`src/rtl/seg_scan_arbiter.sv`:
```
// Two-source arbiter for a 4-digit multiplexed 7-segment display: B (key echo) pre-empts A (score) for HOLD_FRAMES frames.
// Latency: outputs registered, 1 cycle after ScanTick; no backpressure, state changes only at frame boundaries.
module seg_scan_arbiter #(
    parameter int HOLD_FRAMES = 250,
    parameter int LZ_BLANK    = 1
) (
    input  logic        Clk,
    input  logic        Resetn,
    input  logic        ScanTick,
    input  logic        ReqA,
    input  logic [15:0] DataA,
    input  logic        ReqB,
    input  logic [15:0] DataB,
    output logic        GrantA,
    output logic        GrantB,
    output logic [3:0]  DigitEn_n,
    output logic [6:0]  Seg_n
);

    localparam int HW = (HOLD_FRAMES > 1) ? $clog2(HOLD_FRAMES) : 1;
    localparam logic [HW-1:0] HOLD_LOAD = HW'(HOLD_FRAMES - 1);

    typedef enum logic [1:0] {IDLE, SHOW_A, SHOW_B} state_t;

    state_t        state, state_nxt;
    logic [1:0]    idx, idx_nxt;
    logic [HW-1:0] hold, hold_nxt;
    logic          pending, pending_nxt;
    logic [15:0]   shadow, shadow_nxt;
    logic [15:0]   disp, disp_nxt;
    logic          boundary, pend_eff;
    logic [15:0]   shadow_eff;
    logic [3:0]    nib;
    logic          lz;
    logic [3:0]    en_nxt;
    logic [6:0]    seg_nxt;

    function automatic logic [6:0] decode(input logic [3:0] n);
        logic [6:0] s;
        case (n)
            4'd0:    s = 7'h40;
            4'd1:    s = 7'h79;
            4'd2:    s = 7'h24;
            4'd3:    s = 7'h30;
            4'd4:    s = 7'h19;
            4'd5:    s = 7'h12;
            4'd6:    s = 7'h02;
            4'd7:    s = 7'h78;
            4'd8:    s = 7'h00;
            4'd9:    s = 7'h10;
            default: s = 7'h7F;
        endcase
        return s;
    endfunction

    // A ReqB in the boundary cycle itself still wins that boundary.
    always_comb begin
        boundary    = ScanTick && (idx == 2'd3);
        pend_eff    = pending | ReqB;
        shadow_eff  = ReqB ? DataB : shadow;
        state_nxt   = state;
        idx_nxt     = ScanTick ? idx + 2'd1 : idx;
        hold_nxt    = hold;
        pending_nxt = pend_eff;
        shadow_nxt  = shadow_eff;
        disp_nxt    = disp;
        if (boundary) begin
            if (pend_eff) begin
                state_nxt   = SHOW_B;
                hold_nxt    = HOLD_LOAD;
                pending_nxt = 1'b0;
                disp_nxt    = shadow_eff;
            end else begin
                case (state)
                    IDLE: begin
                        if (ReqA) begin
                            state_nxt = SHOW_A;
                            disp_nxt  = DataA;
                        end
                    end
                    SHOW_A: begin
                        if (ReqA) disp_nxt = DataA;
                        else      state_nxt = IDLE;
                    end
                    SHOW_B: begin
                        if (hold == '0) begin
                            if (ReqA) begin
                                state_nxt = SHOW_A;
                                disp_nxt  = DataA;
                            end else begin
                                state_nxt = IDLE;
                            end
                        end else begin
                            hold_nxt = hold - 1'b1;
                        end
                    end
                    default: state_nxt = IDLE;
                endcase
            end
        end
    end

    // Output decode works on next-state values so the pins follow the tick by exactly one cycle.
    always_comb begin
        nib = disp_nxt[{idx_nxt, 2'b00} +: 4];
        case (idx_nxt)
            2'd3:    lz = (disp_nxt[15:12] == 4'd0);
            2'd2:    lz = (disp_nxt[15:8] == 8'd0);
            2'd1:    lz = (disp_nxt[15:4] == 12'd0);
            default: lz = 1'b0;
        endcase
        seg_nxt = ((LZ_BLANK != 0) && lz) ? 7'h7F : decode(nib);
        en_nxt  = ~(4'b0001 << idx_nxt);
        if (state_nxt == IDLE) begin
            seg_nxt = 7'h7F;
            en_nxt  = 4'b1111;
        end
    end

    always_ff @(posedge Clk) begin
        if (!Resetn) begin
            state     <= IDLE;
            idx       <= 2'd0;
            hold      <= '0;
            pending   <= 1'b0;
            shadow    <= 16'h0000;
            disp      <= 16'h0000;
            GrantA    <= 1'b0;
            GrantB    <= 1'b0;
            DigitEn_n <= 4'b1111;
            Seg_n     <= 7'h7F;
        end else begin
            state     <= state_nxt;
            idx       <= idx_nxt;
            hold      <= hold_nxt;
            pending   <= pending_nxt;
            shadow    <= shadow_nxt;
            disp      <= disp_nxt;
            GrantA    <= (state_nxt == SHOW_A);
            GrantB    <= (state_nxt == SHOW_B);
            DigitEn_n <= en_nxt;
            Seg_n     <= seg_nxt;
        end
    end

endmodule

```
`config.mk`:
```
export PLATFORM = sky130hd
export DESIGN_NAME = seg_scan_arbiter
export DESIGN_NICKNAME = d
export VERILOG_FILES = /design/src/rtl/seg_scan_arbiter.sv
export SDC_FILE = /design/constraint.sdc
export NUM_CORES = 1
export LEC_CHECK = 0
export CORE_ASPECT_RATIO = 0.5
export CORE_UTILIZATION = 40
export DETAILED_ROUTE_END_ITERATION = 16
export REMOVE_ABC_BUFFERS = 1
export SKIP_LAST_GASP = 1
export SYNTH_ARGS = -nofsm -noshare
export SYNTH_HDL_FRONTEND = slang
export SYNTH_SLANG_ARGS = --single-unit
export TNS_END_PERCENT = 5
```
`constraint.sdc`:
```
create_clock -name Clk -period 4.7 [get_ports Clk]
set_clock_uncertainty 0.15 [all_clocks]
set_input_delay 0.94 -clock Clk [delete_from_list [all_inputs] [get_ports Clk]]
set_output_delay 0.94 -clock Clk [all_outputs]
set_load 0.02 [all_outputs]
```
==> results of run 1 <==
==> stage by stage <==
| step | instance area [um2] | setup WS (ns) | std cells |
|---|---|---|---|
| global route | 3770 | 0.431 | 467 |
| floorplan | 2840 | 1.09 | 306 |
| detailed placement | 3470 | 0.295 | 451 |
| global placement | 3470 | 0.393 | 451 |
| finish | 3770 | 0.597 | 467 |
| CTS | 3770 | 0.636 | 467 |
==> area by class of cell <==
cell class / instances / area, um2
sequential: 58 / 1160
clock inverter: 2 / 35.0
multi-input combinational: 237 / 1640
fill: 606 / 3080
inverter: 11 / 41.3
tap: 92 / 115
clock buffer: 14 / 264
timing repair buffer: 53 / 520
==> worst paths after layout <==
path	from	end	slack, ns	cells past startpoint
max	ReqA	Seg_n[6]	0.60	11
max reg2reg	hold[0]	Seg_n[6]	1.14	12
min reg2reg	shadow[9]	shadow[9]	0.31	2
min	shadow[9]	shadow[9]	0.31	2
==> critical path, stage by stage <==
cell	delay, ns
clkdlybuf4s50_1	0.61
and3b_1	0.27
o311ai_0	0.32
a31oi_1	0.13
a311oi_1	0.64
mux4_2	0.47
inv_1	0.09
ha_1	0.23
mux2_2	0.28
mux2i_1	0.12
nand2_1	0.07
==> power groups by stage <==
stage	logic [mW]	registers (mW)	clock network (mW)
finish	0.178	0.519	0.647
global placement	0.174	0.527	0
global route	0.197	0.519	0.684
detailed placement	0.177	0.528	0
floorplan	0.102	0.528	0
CTS	0.178	0.518	0.661
==> synth_stat cells, drive strengths merged (5+ instances only) <==
cell / number
dfxtp: 58
o21ai: 5
nor3: 7
clkbuf: 9
o211ai: 6
nand3: 9
nor2: 51
inv: 11
buf: 9
o221a: 5
mux2i: 19
ha: 8
a21oi: 14
nand2: 24
and2: 11
==> cells by family (layout without fill, tap and decap cells) <==
group	count (synthesis)	count (layout)	share of synthesized area, %
adder cells (fa/ha/maj)	8	8	3.43
multiplexers	22	22	8.05
AO/OA/AOI/OAI	71	71	19.9
flip-flops	58	58	39.7
XOR/XNOR	8	8	2.40
buffers and inverters	29	80	4.24
AND/OR/NAND/NOR	128	128	22.3
==> cell usage in the layout, fill, tap and decap left out, types with 2 or more instances in the layout <==
cell | synthesis | final
a211oi_1 | 2 | 2
a21oi_1 | 11 | 11
a21oi_2 | 2 | 2
a2bb2oi_1 | 3 | 3
a311oi_1 | 3 | 3
a31oi_1 | 2 | 2
and2_1 | 10 | 10
and3b_1 | 2 | 2
buf_4 | 2 | 4
clkbuf_1 | 9 | 3
clkbuf_16 | 0 | 9
clkbuf_8 | 0 | 2
clkdlybuf4s50_1 | 0 | 49
dfxtp_1 | 58 | 58
ha_1 | 8 | 8
inv_1 | 10 | 10
mux2i_1 | 19 | 19
nand2_1 | 24 | 24
nand2b_1 | 2 | 2
nand3_1 | 8 | 8
nand3b_1 | 3 | 3
nor2_1 | 51 | 51
nor3_1 | 7 | 7
nor4_1 | 2 | 2
nor4b_1 | 2 | 2
o211a_1 | 4 | 4
o211ai_1 | 6 | 6
o21ai_0 | 2 | 2
o21ai_1 | 2 | 2
o221a_1 | 2 | 2
o221a_2 | 3 | 3
o221ai_1 | 3 | 3
o22ai_1 | 4 | 4
o2bb2ai_1 | 3 | 3
o32ai_1 | 2 | 2
or3_1 | 3 | 3
xnor2_1 | 4 | 4
xor2_1 | 4 | 4
==> registers in the layout (all words and copies together) (netlist names) <==
signal / count
hold: 8
pending: 1
shadow: 16
disp: 16
state: 2
GrantA: 1
idx: 2
DigitEn_n: 4
Seg_n: 7
GrantB: 1
==> routing by layer <==
| layer | up-vias | global-route usage (%) |
|---|---|---|
| li1 | 1262 | - |
| met1 | 1224 | 29.8 |
| met2 | 62 | 31.9 |
| met3 | 9 | 6.02 |
| met4 | 0 | 6.55 |
| met5 | - | 0 |
==> flow_summary.json, run 1 <==
{
  "wl_met2_um": 3280,
  "utilization_pct": 55.0,
  "synthTopCellsByArea": "dfxtp_1 (40%), nor2_1 (6.6%), mux2i_1 (6.5%), ha_1 (3.4%), nand2_1 (3.1%)",
  "ir_drop_uv": 161,
  "antenna_found_initial": 0,
  "arrival_ns": 4.16,
  "gp_congestion": 0.838,
  "drc": 0,
  "synth_top_area_share_pct": 39.7,
  "start_kind": "input pin",
  "h-tree-depth": 3,
  "setup_viol": 0,
  "cts_tree": "done",
  "clk_latency_ns": 0.33,
  "fmax_mhz": 244,
  "grt_pass1_wl_um": 12500,
  "numClockSinks": 58,
  "layout_min_cycle_time_ns": 4.10,
  "synthCells": 324,
  "fin_nets": 415,
  "ys.flop_type": "dfxtp_1",
  "p_sw_share_pct": 23.5,
  "synth-edff-count": 0,
  "vias_per_cell": 5.48,
  "finalCritPeriodShare_pct": 87.3,
  "async_reset_ff_share_pct": 0,
  "yosys.area.top_type": "dfxtp_1",
  "clock_path_buffers": 2,
  "row_count": 21,
  "rsz0062_at_grt": "false",
  "relSlewSlack_pct": 46.3,
  "grt_remaining_overflow": 0,
  "ys_ff_latch": 58,
  "port_buffers": 49,
  "clk_pin_slew_worst_paths_ns": 0.05,
  "power.internal_mw": 1.03,
  "holdBufCountCts": 0,
  "critPathKind": "input pin to flop",
  "grt_pass1_vias": 2484,
  "min_path_type": "flop to flop",
  "outcome": "finished clean",
  "synth_area_per_cell_um2": 9.02,
  "drt_iter0_drc": 161,
  "power_density_mw_per_mm2": 356,
  "cts_resized": 0,
  "post_cts.repair.setup_buffers": 0,
  "dp_hpwl_um": 5640,
  "cp.required_ns": 4.75,
  "crit_fanout": 10,
  "finalSetupTns_ns": 0,
  "ant_nets": 0,
  "yosys.cell_types.count": 72,
  "syn_area_mm2": 0.00292,
  "p_sw_uw": 316,
  "seq_power_share_pct": 38.6,
  "worstSetupEndpointType": "flop",
  "die_h_um": 62.4,
  "met3_length_um": 418,
  "die_w_um": 123,
  "track_usage_pct": 21.4,
  "wl_met1_um": 3750,
  "grt_max_degree": 38,
  "combPwrFrac_pct": 13.2,
  "drt-pass1-iter-count": 4,
  "cts_buffers": 9,
  "die_area_mm2": 0.00767,
  "vias": 2557,
  "worst_slew_pin_slew_ns": 0.783,
  "initial_core_util_pct": 42.6,
  "clockPowerShare_pct": 48.2,
  "synth_warnings": 0,
  "wl_um": 7530,
  "drv_cap": 0,
  "hold_ws_ns": 0.314,
  "ys_seq_area_share_pct": 39.7,
  "drt-wirelength-per-cell_um": 16.1,
  "area_delta_synth_final_pct": 29.2,
  "diodes": 0,
  "cts-root-buf": "clkbuf_16",
  "io_pins": 50,
  "drive_gt1_share_pct": 9.33,
  "top_layer": "met4",
  "p_total_mw": 1.34,
  "core_area_mm2": 0.00686,
  "slew_viol_final": 0,
  "total_leakage_power_nw": 1.48,
  "finalHoldViolCount": 0
}
Power figures use the tool's default switching activity.
==> inputs of run 2 (changes only) <==
RECOVER_POWER = 50   (was default)
==> run 2 against run 1 <==
Effect of this change:
- total power down 0.11%
- sequential power about the same
- critical path depth unchanged
- fmax up 0.28%
- non-clock buffer count unchanged
- largest cell class unchanged
- clock power about the same
- die area unchanged
==> flow_summary.json, run 2 (same netlist as run 1, synthesis figures left out) <==
{
  "vias": 2553,
  "rsz0062_at_grt": "false",
  "clk_pin_slew_worst_paths_ns": 0.05,
  "vias_per_cell": 5.47,
  "wl_met1_um": 3790,
  "drt_iter0_drc": 187,
  "numClockSinks": 58,
  "dp_hpwl_um": 5640,
  "initial_core_util_pct": 42.6,
  "wl_met2_um": 3250,
  "crit_fanout": 10,
  "row_count": 21,
  "die_w_um": 123,
  "cts_buffers": 9,
  "diodes": 0,
  "io_pins": 50,
  "finalCritPeriodShare_pct": 87.0,
  "worst_slew_pin_slew_ns": 1.20,
  "finalHoldViolCount": 0,
  "dp_cells": 451,
  "reg_top3": "disp: 16 flops, shadow: 16 flops, hold: 8 flops",
  "crit_buf_inv": 2,
  "start_kind": "input pin",
  "gp_congestion": 0.838,
  "relSlewSlack_pct": 20.2,
  "track_usage_pct": 21.4,
  "drv_cap": 0,
  "finalSetupTns_ns": 0,
  "grt_max_degree": 38,
  "clock_path_buffers": 2,
  "power_density_mw_per_mm2": 356,
  "cp_slowest_stage_delay_ns": 0.62,
  "outcome": "finished clean",
  "cts_tree": "done",
  "worstSetupEndpointType": "flop",
  "antenna_found_initial": 0,
  "grt_pass1_vias": 2484,
  "fmax_mhz": 244,
  "area_delta_synth_final_pct": 29.0,
  "grt_pass1_wl_um": 12500,
  "top_layer": "met4",
  "port_buffers": 49,
  "fin_cells": 467,
  "path_cells": "clkdlybuf4s50_1 -> and3b_1 -> o311ai_0 -> a31oi_1 -> a311oi_1 -> mux4_2 -> inv_1 -> ha_1 -> mux2_2 -> mux2i_1 -> nand2_1",
  "setup_viol": 0,
  "ant_nets": 0,
  "drive_gt1_share_pct": 8.80,
  "cts_resized": 0,
  "min_path_type": "flop to flop",
  "core_area_mm2": 0.00686,
  "layout_min_cycle_time_ns": 4.09,
  "h-tree-depth": 3,
  "slew_viol_final": 0,
  "crit_path_top_delay_cell": "a311oi_1",
  "holdBufCountCts": 0,
  "drt-pass1-iter-count": 4,
  "post_cts.repair.setup_buffers": 0,
  "final_cell_mix": "dfxtp_1 (58), nor2_1 (51), clkdlybuf4s50_1 (34), nand2_1 (24), mux2i_1 (19)",
  "path_delay_family": "compound AO/OA/AOI/OAI gates",
  "final_common_cell": "dfxtp_1",
  "critPathKind": "input pin to flop",
  "die_h_um": 62.4,
  "arrival_ns": 4.14,
  "fin_nets": 415,
  "ir_drop_uv": 161,
  "drt-wirelength-per-cell_um": 16.1,
  "cp.required_ns": 4.75,
  "met3_length_um": 411,
  "grt_remaining_overflow": 0,
  "drc": 0,
  "die_area_mm2": 0.00767,
  "cts-root-buf": "clkbuf_16",
  "total_leakage_power_nw": 1.45,
  "clk_latency_ns": 0.33,
  "wl_um": 7510
}
-- run 2: cell types whose count changed in the layout (fill, tap and decap cells not counted), sizes merged --
cell and delta:
buf -1, clkbuf +1, clkdlybuf4s50 -15, dlygate4sd3 +15
-- run 2: routing by layer --
layer / global-route usage (%) / vias up
met4: 6.55 / 0
met3: 6.02 / 7
li1: - / 1261
met2: 31.9 / 58
met1: 29.8 / 1227
met5: 0 / -
-- run 2: path summary, 6_finish.rpt --
path,startpoint,to,slack (ns),depth (start not counted)
max,ReqA,Seg_n[6],0.61,11
min,shadow[9],shadow[9],0.31,2
max reg2reg,hold[0],Seg_n[6],1.14,12
min reg2reg,shadow[9],shadow[9],0.31,2
-- run 2: worst min-delay path, stage by stage (launching register included) --
cell and delay [ns]:
dfxtp_1 0.30, nand2_1 0.06, a21oi_1 0.06
-- run 2: stage by stage --
| step | instance area (um2) | power [mW] | util (%) | hold WS, ns | setup WS (ns) |
|---|---|---|---|---|---|
| finish | 3770 | 1.34 | 55.0 | 0.314 | 0.609 |
| global placement | 3470 | 0.701 | 50.7 | 0.301 | 0.393 |
| CTS | 3770 | 1.36 | 55.0 | 0.311 | 0.636 |
| floorplan | 2840 | 0.630 | - | 0.289 | 1.09 |
| global route | 3770 | 1.40 | 55.0 | 0.359 | 0.431 |
| detailed placement | 3470 | 0.705 | 50.7 | 0.305 | 0.295 |
-- run 2: power breakdown --
group	internal, mW	switching [mW]	total, mW
clock network	0.437	0.209	0.647
logic	0.0800	0.0970	0.177
registers	0.509	0.00949	0.519
-- run 2: area by class of cell --
type                       count  area [um2]
fill                         606        3090
multi-input combinational    237        1640
sequential                    58        1160
timing repair buffer          53         517
clock buffer                  14         264
tap                           92         115
inverter                      11        41.3
clock inverter                 2        35.0
==> inputs of run 3 (changes only) <==
PLACE_DENSITY_LB_ADDON = 0.08   (was default)
clock period = 3.4 ns   (was 4.7 ns; I/O delays follow)
==> run 3 against run 2 <==
Effect of this change:
- the flow now finishes with violations (capacitance limit, slew limit)
- sequential share of layout area fell by 2.9 points
- die area did not move
- non-clock buffer count grew 43
- total power grew 47%
- combinational power grew 64%
- clock-buffer cell count down 3
- routed wire length is 10% higher
- worst setup slack worse by 0.48 ns
- worst hold slack lost 0.0062 ns
- final cell count rose by 9.2%
- first-iteration DRC count grew 10%
- critical endpoint is now Seg_n[3]
==> flow_summary.json, run 3 (same netlist as run 1, synthesis figures left out) <==
{
  "outcome": "finished with violations",
  "violations": "capacitance limit, slew limit",
  "multiInputGateArea_mm2": 0.00168,
  "cts_buffers": 9,
  "power.internal_mw": 1.51,
  "initial_core_util_pct": 42.6,
  "antenna_found_initial": 0,
  "critPathKind": "input pin to flop",
  "clk_pin_slew_worst_paths_ns": 0.05,
  "finalCritPeriodShare_pct": 96.2,
  "track_usage_pct": 23.1,
  "p_sw_uw": 463,
  "h-tree-depth": 3,
  "ir_drop_uv": 276,
  "cts_tree": "done",
  "holdBufCountCts": 0,
  "grt_pass1_wl_um": 13200,
  "p_sw_share_pct": 23.5,
  "combPwrFrac_pct": 14.7,
  "setup_viol": 0,
  "vias": 2727,
  "dp_cells": 494,
  "clock_path_buffers": 2,
  "post_cts.repair.setup_buffers": 0,
  "layout_min_cycle_time_ns": 3.27,
  "slew_viol_final": 37,
  "numClockSinks": 58,
  "wl_um": 8260,
  "relSlewSlack_pct": -12.8,
  "die_h_um": 62.4,
  "reg_top3": "disp: 16 flops, shadow: 16 flops, hold: 8 flops",
  "area_delta_synth_final_pct": 42.4,
  "finalHoldViolCount": 0,
  "fmax_mhz": 306,
  "power_density_mw_per_mm2": 473,
  "drive_gt1_share_pct": 20.1,
  "ant_nets": 0,
  "diodes": 0,
  "die_area_mm2": 0.00767,
  "grt_remaining_overflow": 0,
  "seqCellArea_mm2": 0.00116,
  "clk_latency_ns": 0.33,
  "gp_congestion": 0.891,
  "hold_ws_ns": 0.308,
  "drt-pass1-iter-count": 4,
  "utilization_pct": 60.6,
  "vias_per_cell": 5.35,
  "seq_power_share_pct": 36.4,
  "drt_iter0_drc": 206,
  "port_buffers": 49,
  "placed_cell_area_mm2": 0.00380,
  "drv_cap": 1,
  "crit_fanout": 9,
  "core_area_mm2": 0.00686,
  "io_pins": 50,
  "finalSetupTns_ns": 0,
  "drt-wirelength-per-cell_um": 16.2,
  "final_cell_mix": "dfxtp_1 (58), nor2_1 (51), clkdlybuf4s50_1 (47), buf_4 (46), nand2_1 (24)",
  "worst_slew_pin_slew_ns": 1.69,
  "row_count": 21,
  "cts-root-buf": "clkbuf_16",
  "final_cell_area_mm2": 0.00416,
  "arrival_ns": 3.37,
  "min_path_type": "flop to flop",
  "worstSetupEndpointType": "flop",
  "final_common_cell": "dfxtp_1",
  "fin_nets": 458,
  "dp_hpwl_um": 6270,
  "fin_cells": 510,
  "drc": 0,
  "die_w_um": 123,
  "start_kind": "input pin",
  "grt_pass1_vias": 2681,
  "cp.required_ns": 3.50,
  "nFillCells": 619,
  "grt_max_degree": 37,
  "total_leakage_power_nw": 1.71,
  "clockPowerShare_pct": 48.8
}
[run 3: cell types whose count changed in the layout (fill, tap and decap cells not counted), sizes merged, moves of 3 or more]
cell / delta
buf: +43
dlygate4sd3: -14
clkdlybuf4s50: +13
clkbuf: -3
[run 3: per-stage QoR]
stage                     power [mW]  setup WS, ns
final                           1.97         0.131
after detailed placement        1.02        -0.293
after floorplan                0.870        0.0487
after CTS                       1.98        0.0512
after global routing            2.05       -0.0341
after global placement          1.01        -0.225
[run 3: worst paths after layout]
path / from / to / slack [ns] / cells after the start
max: ScanTick / Seg_n[3] / 0.13 / 12
min: shadow[9] / shadow[9] / 0.31 / 2
min reg2reg: shadow[9] / shadow[9] / 0.31 / 2
max reg2reg: hold[0] / Seg_n[3] / 0.17 / 13
[run 3: final cells by class]
| type | instances | share of cell area, % |
|---|---|---|
| Inverter | 11 | 0.993 |
| Clock buffer | 11 | 5.84 |
| Multi-Input combinational cell | 237 | 40.4 |
| Clock inverter | 5 | 1.87 |
| Tap cell | 92 | 2.77 |
| Sequential cell | 58 | 27.9 |
| Timing Repair Buffer | 96 | 20.2 |
[run 3: repair_timing]
action,CTS,global route
setup endpoints to repair,0,7
hold endpoints to repair,0,0
gates resized for setup,0,10
[run 3: power by group through the flow]
stage,Clock [mW],Combinational [mW],Sequential (mW)
after global routing,1.02,0.316,0.719
after detailed placement,0,0.286,0.730
after global placement,0,0.281,0.729
after CTS,0.978,0.287,0.716
after floorplan,0,0.141,0.729
final,0.962,0.290,0.717
[run 3: layer usage]
layer	vias to the layer above	wire length, um	GRT usage (%)
met5	-	0	0
met3	8	648	6.93
met4	0	99	8.99
li1	1357	-	-
met1	1287	3900	31.6
met2	75	3610	34.0
[run 3: worst max-delay path: stages]
cell and delay [ns]:
clkdlybuf4s50_1 0.50, buf_4 0.19, o311a_2 0.34, nor2_1 0.08
a21oi_1 0.15, o221ai_1 0.16, mux4_2 0.49, buf_4 0.17
ha_1 0.30, nor2_1 0.12, a21oi_1 0.05, o211ai_1 0.14
